--- src/rtl/ppi_bus_master.sv ---
// Host-side sequencer for an 8255 PPI: turns single-cycle valid/ready
// requests into timed CS_N / RD_N / WR_N bus cycles, returns read data and
// stretches the PPI RESET pin to a programmable minimum width.
module ppi_bus_master #(
    parameter int SETUP_CYC   = 1,
    parameter int PULSE_CYC   = 3,
    parameter int HOLD_CYC    = 1,
    parameter int RECOVER_CYC = 2,
    parameter int RST_CYC     = 4
) (
    input  logic       CLK,
    input  logic       RESET,
    input  logic       REQ_VALID,
    output logic       REQ_READY,
    input  logic       REQ_WRITE,
    input  logic [1:0] REQ_ADDR,
    input  logic [7:0] REQ_WDATA,
    output logic       RSP_VALID,
    output logic       RSP_WRITE,
    output logic [7:0] RSP_RDATA,
    output logic       PPI_RESET,
    output logic       CS_N,
    output logic       RD_N,
    output logic       WR_N,
    output logic [1:0] A,
    output logic [7:0] DATA_OUT,
    output logic       DATA_OE,
    input  logic [7:0] DATA_IN
);

    function automatic int imax(input int x, input int y);
        return (x > y) ? x : y;
    endfunction

    // One shared down-counter must hold the longest phase length without wrapping.
    localparam int MAX_CYC = imax(imax(imax(SETUP_CYC, PULSE_CYC), imax(HOLD_CYC, RECOVER_CYC)), RST_CYC);
    localparam int CNT_W   = $clog2(MAX_CYC + 1);

    typedef enum logic [2:0] {
        ST_RST_WAIT = 3'd0,
        ST_IDLE     = 3'd1,
        ST_SETUP    = 3'd2,
        ST_STROBE   = 3'd3,
        ST_HOLD     = 3'd4,
        ST_RECOVER  = 3'd5
    } state_t;

    state_t           state_r;
    logic [CNT_W-1:0] cnt_r;
    logic             wr_r;
    logic             ready_r;
    logic             rsp_valid_r;
    logic             rsp_write_r;
    logic [7:0]       rsp_rdata_r;
    logic             ppi_reset_r;
    logic             cs_n_r;
    logic             rd_n_r;
    logic             wr_n_r;
    logic [1:0]       a_r;
    logic [7:0]       data_out_r;
    logic             data_oe_r;
    logic             cnt_last_s;

    // A timed state ends on the edge where the counter shows its final cycle.
    assign cnt_last_s = (cnt_r == CNT_W'(1));

    // Bus sequencer: every pin is a register so no request input reaches the bus combinationally.
    always_ff @(posedge CLK) begin
        if (RESET) begin
            state_r     <= ST_RST_WAIT;
            cnt_r       <= CNT_W'(RST_CYC);
            wr_r        <= 1'b0;
            ready_r     <= 1'b0;
            rsp_valid_r <= 1'b0;
            rsp_write_r <= 1'b0;
            rsp_rdata_r <= 8'h00;
            ppi_reset_r <= 1'b1;
            cs_n_r      <= 1'b1;
            rd_n_r      <= 1'b1;
            wr_n_r      <= 1'b1;
            a_r         <= 2'b00;
            data_out_r  <= 8'h00;
            data_oe_r   <= 1'b0;
        end else begin
            rsp_valid_r <= 1'b0;
            case (state_r)
                ST_RST_WAIT: begin
                    if (cnt_last_s) begin
                        state_r     <= ST_IDLE;
                        ppi_reset_r <= 1'b0;
                        ready_r     <= 1'b1;
                    end else begin
                        cnt_r <= cnt_r - CNT_W'(1);
                    end
                end
                ST_IDLE: begin
                    // A and DATA_OUT double as the latched address and write data.
                    if (REQ_VALID && ready_r) begin
                        state_r    <= ST_SETUP;
                        cnt_r      <= CNT_W'(SETUP_CYC);
                        wr_r       <= REQ_WRITE;
                        a_r        <= REQ_ADDR;
                        data_out_r <= REQ_WDATA;
                        data_oe_r  <= REQ_WRITE;
                        cs_n_r     <= 1'b0;
                        ready_r    <= 1'b0;
                    end else begin
                        ready_r <= 1'b1;
                    end
                end
                ST_SETUP: begin
                    if (cnt_last_s) begin
                        state_r <= ST_STROBE;
                        cnt_r   <= CNT_W'(PULSE_CYC);
                        rd_n_r  <= wr_r;
                        wr_n_r  <= ~wr_r;
                    end else begin
                        cnt_r <= cnt_r - CNT_W'(1);
                    end
                end
                ST_STROBE: begin
                    // Read data is captured on the edge that closes the strobe.
                    if (cnt_last_s) begin
                        state_r     <= ST_HOLD;
                        cnt_r       <= CNT_W'(HOLD_CYC);
                        rd_n_r      <= 1'b1;
                        wr_n_r      <= 1'b1;
                        rsp_valid_r <= 1'b1;
                        rsp_write_r <= wr_r;
                        if (!wr_r) begin
                            rsp_rdata_r <= DATA_IN;
                        end else begin
                            rsp_rdata_r <= rsp_rdata_r;
                        end
                    end else begin
                        cnt_r <= cnt_r - CNT_W'(1);
                    end
                end
                ST_HOLD: begin
                    if (cnt_last_s) begin
                        state_r   <= ST_RECOVER;
                        cnt_r     <= CNT_W'(RECOVER_CYC);
                        cs_n_r    <= 1'b1;
                        data_oe_r <= 1'b0;
                    end else begin
                        cnt_r <= cnt_r - CNT_W'(1);
                    end
                end
                ST_RECOVER: begin
                    if (cnt_last_s) begin
                        state_r <= ST_IDLE;
                        ready_r <= 1'b1;
                    end else begin
                        cnt_r <= cnt_r - CNT_W'(1);
                    end
                end
                default: begin
                    // Unreachable encoding: fall back to a full PPI reset sequence.
                    state_r     <= ST_RST_WAIT;
                    cnt_r       <= CNT_W'(RST_CYC);
                    ppi_reset_r <= 1'b1;
                    cs_n_r      <= 1'b1;
                    rd_n_r      <= 1'b1;
                    wr_n_r      <= 1'b1;
                    data_oe_r   <= 1'b0;
                    ready_r     <= 1'b0;
                end
            endcase
        end
    end

    assign REQ_READY = ready_r;
    assign RSP_VALID = rsp_valid_r;
    assign RSP_WRITE = rsp_write_r;
    assign RSP_RDATA = rsp_rdata_r;
    assign PPI_RESET = ppi_reset_r;
    assign CS_N      = cs_n_r;
    assign RD_N      = rd_n_r;
    assign WR_N      = wr_n_r;
    assign A         = a_r;
    assign DATA_OUT  = data_out_r;
    assign DATA_OE   = data_oe_r;

endmodule

--- config.mk ---
export PLATFORM = sky130hd
export DESIGN_NAME = ppi_bus_master
export DESIGN_NICKNAME = d
export VERILOG_FILES = /design/src/rtl/ppi_bus_master.sv
export SDC_FILE = /design/constraint.sdc
export NUM_CORES = 1
export LEC_CHECK = 0
export ABC_AREA = 1
export BUFFER_PORTS_ARGS = -buffer_cell sky130_fd_sc_hd__buf_2
export CAP_MARGIN = 20
export CORE_MARGIN = 10
export CORE_UTILIZATION = 50
export CTS_CLUSTER_SIZE = 40
export DETAILED_ROUTE_END_ITERATION = 10
export PLACE_DENSITY = 0.79
export SKIP_CTS_REPAIR_TIMING = 1
export SLEW_MARGIN = 15
export SYNTH_ARGS = -nofsm -noshare
export SYNTH_HDL_FRONTEND = slang
export SYNTH_SLANG_ARGS = --single-unit
--- constraint.sdc ---
create_clock -name CLK -period 1.6 [get_ports CLK]
set_input_delay 0.48 -clock CLK [delete_from_list [all_inputs] [get_ports CLK]]
set_output_delay 0.48 -clock CLK [all_outputs]
set_load 0.05 [all_outputs]
==> flow_summary.yaml <==
place:
  dpl_cell_area_mm2: 0.00177
  dpl_worst_slack_ps: 85.5
  post-place-cells: 287
  dpl.hpwl_um: 2850
  io_buffers: 47
  gp_congestion: 0.925
job:
  maxCapViolations: 0
grt:
  antenna_found_initial: 0
  busiest_layer: "met2"
  gr-usage-met1_pct: 16.4
  track_usage_pct: 14.9
  met2_usage_pct: 23.7
  use_met3_pct: 8.94
  grt_pass1_vias: 1485
  grt_max_degree: 13
  overflow: 0
  grt_pass1_wl_um: 6560
sta:
  period_needed_ps: 1460
  worst_pin_slew_ps: 274
  setup_ws_ps: 136
  tns_ps: 0
  rsz0062_at_grt: "false"
  hold_violations: 0
  fmax_mhz: 683
  relSlewSlack_pct: 81.7
  finalCritPeriodShare_pct: 91.5
  final-setup-viol-count: 0
  finClkSkew_ps: 7.11
  drv_slew: 0
synthesis:
  synth_nets: 235
  ys_seq_area_share_pct: 44.0
  ys_async_sr_fraction_pct: 0
  yosys.area.top_type: "dfxtp_1"
  yosysTopAreaCellShare_pct: 44.0
  yosys.cell_types.count: 22
  synth_edf_count: 0
  yosysWarnings: 0
  avgSynthCellArea_um2: 7.12
  synth_top_flop_cell: "dfxtp_1"
  syn_area_mm2: 0.00150
  syn_inst: 211
  ys_seq_elements: 33
  ys_top_cells_by_area: "dfxtp_1 44%, nor2_1 11%, nand2_1 9.5%"
power:
  p_leak_uw: 0.000987
  powerDensity_mw_per_mm2: 1660
  ir_drop_v: 0.000998
  p_int_uw: 1730
  p_switching_uw: 1380
  clkPwrFrac_pct: 20.7
  p_comb_share_pct: 44.7
  switching_share_pct: 44.4
  seq_power_share_pct: 34.6
worst_setup_path:
  end_kind: "output pin"
  cp.depth: 1
  reg2reg_depth: 8
  required_ps: 1120
  cp.arrival_ps: 980
  worst-path-max-fanout: 2
  cpPeakStageDelay_ps: 360
  crit_chain: "buf_2"
  crit_type: "flip-flop to output pin"
  path_buf_inv: 1
  crit_family: "flip-flops"
  start_kind: "flip-flop"
  ff2ff_setup_slack_ps: 160
  slowest_stage: "dfxtp_1"
layout:
  stdcell_area_mm2: 0.00187
  finalNonFillerCells: 295
  layout-drive-gt1-share_pct: 32.2
  diodes: 0
  area_growth_pct: 24.8
  num-nets-final: 287
clock_network:
  root_buffer: "clkbuf_4"
  cts.sinks: 33
  cts_tree: "built"
  clockBufferDepth: 2
  clk_transition_reported_paths_ps: 110
  worstSkewPairLatency_ps: 350
  ctsHtreeMaxLevel: 2
  cts_buffers: 5
worst_hold_path:
  holdPathStages: 3
  hold_class: "primary input to flip-flop"
detailed_routing:
  drt_first_pass_iters: 4
  vias: 1487
  drc: 0
  drt-total-wl_um: 3920
  ant_nets: 0
  via_per_inst: 5.04
  drtIter0Drc: 132
  wl_per_cell_um: 13.3
floorplan:
  initial_utilization_pct: 53.5
  die_x_um: 74.8
  die_h_um: 74.8
  fp.coreArea_mm2: 0.00281
  rows: 19
  die-area_mm2: 0.00560
  pin_count: 48
status:
  status: "finished, final reports clean"
==> path summary, 6_finish.rpt <==
check                                          startpoint                        end
worst min register to register       DATA_OE$_SDFFE_PP0P_       DATA_OE$_SDFFE_PP0P_
worst max-delay path            RSP_RDATA[2]$_SDFFE_PP0P_               RSP_RDATA[2]
worst max register to register      cnt_r[0]$_SDFFE_PP0P_  RSP_RDATA[1]$_SDFFE_PP0P_
worst min-delay path                           DATA_IN[6]  RSP_RDATA[6]$_SDFFE_PP0P_
==> per-layer routing <==
layer / up-vias / part of all wire, %
met5: - / 0
met4: 0 / 1.5
met3: 8 / 11
met2: 51 / 46
met1: 655 / 42
li1: 773 / -
==> layout make-up <==
cell class / count / area [µm²]
well taps: 31 / 38.8
fillers: 262 / 931
clock inverters: 3 / 46.3
repair buffers: 53 / 280
multi-input cells: 152 / 737
clock buffers: 5 / 37.5
flip-flops and latches: 33 / 666
inverters: 18 / 68.8
==> through the flow <==
step / util [%] / power (µW) / hold slack (ps)
2_1_floorplan: - / 2130 / 443
3_3_place_gp: 63.1 / 2390 / 453
3_5_place_dp: 63.1 / 2400 / 456
4_1_cts: 66.1 / 3060 / 337
5_1_grt: 66.8 / 3370 / 332
6_report: 66.8 / 3120 / 346
==> kinds of logic after synthesis <==
family,count (synthesis),share of synthesized area [%]
xor+xnor,1,0.583
flops,33,44.0
compound gates,36,12.0
buf+inv,26,7.92
fa+ha+maj,2,1.67
simple gates,113,33.8
==> power by group through the flow <==
stage,logic [µW],registers [µW],clock network (µW)
finish,1390,1080,643
global route,1580,1100,692
CTS,1350,1060,652
detailed placement,1330,1080,0
global placement,1310,1080,0
floorplan,936,1190,0
==> layout by cell type (no fill, tap or decap), drive strengths merged <==
cell | netlist | final
o21ai | 26 | 26
clkbuf | 3 | 5
nor2 | 53 | 53
nand3 | 16 | 16
clkinvlp | 0 | 1
nand4 | 1 | 1
xor2 | 1 | 1
nand2 | 43 | 43
buf | 5 | 53
inv | 17 | 17
clkinv | 1 | 2
dfxtp | 33 | 33
bufinv | 0 | 1
ha | 2 | 2
a21oi | 10 | 10
==> sequential cells by signal (all words and copies together), names as in the netlist, 2 cells and up <==
name and cells:
state_r 3, cnt_r 3, DATA_OUT 8, RSP_RDATA 8
A 2
==> synth_stat cells (2+ instances only) <==
cell and n:
nand2_1 38, nand2_2 5, nand3_1 15, dfxtp_1 33
ha_1 2, a21oi_1 10, nor2_4 2, buf_4 3
inv_1 11, o21ai_0 23, o21ai_1 3, nor2_2 5
inv_2 6, nor2_1 45, clkbuf_1 3
Power figures use the tool's default switching activity.
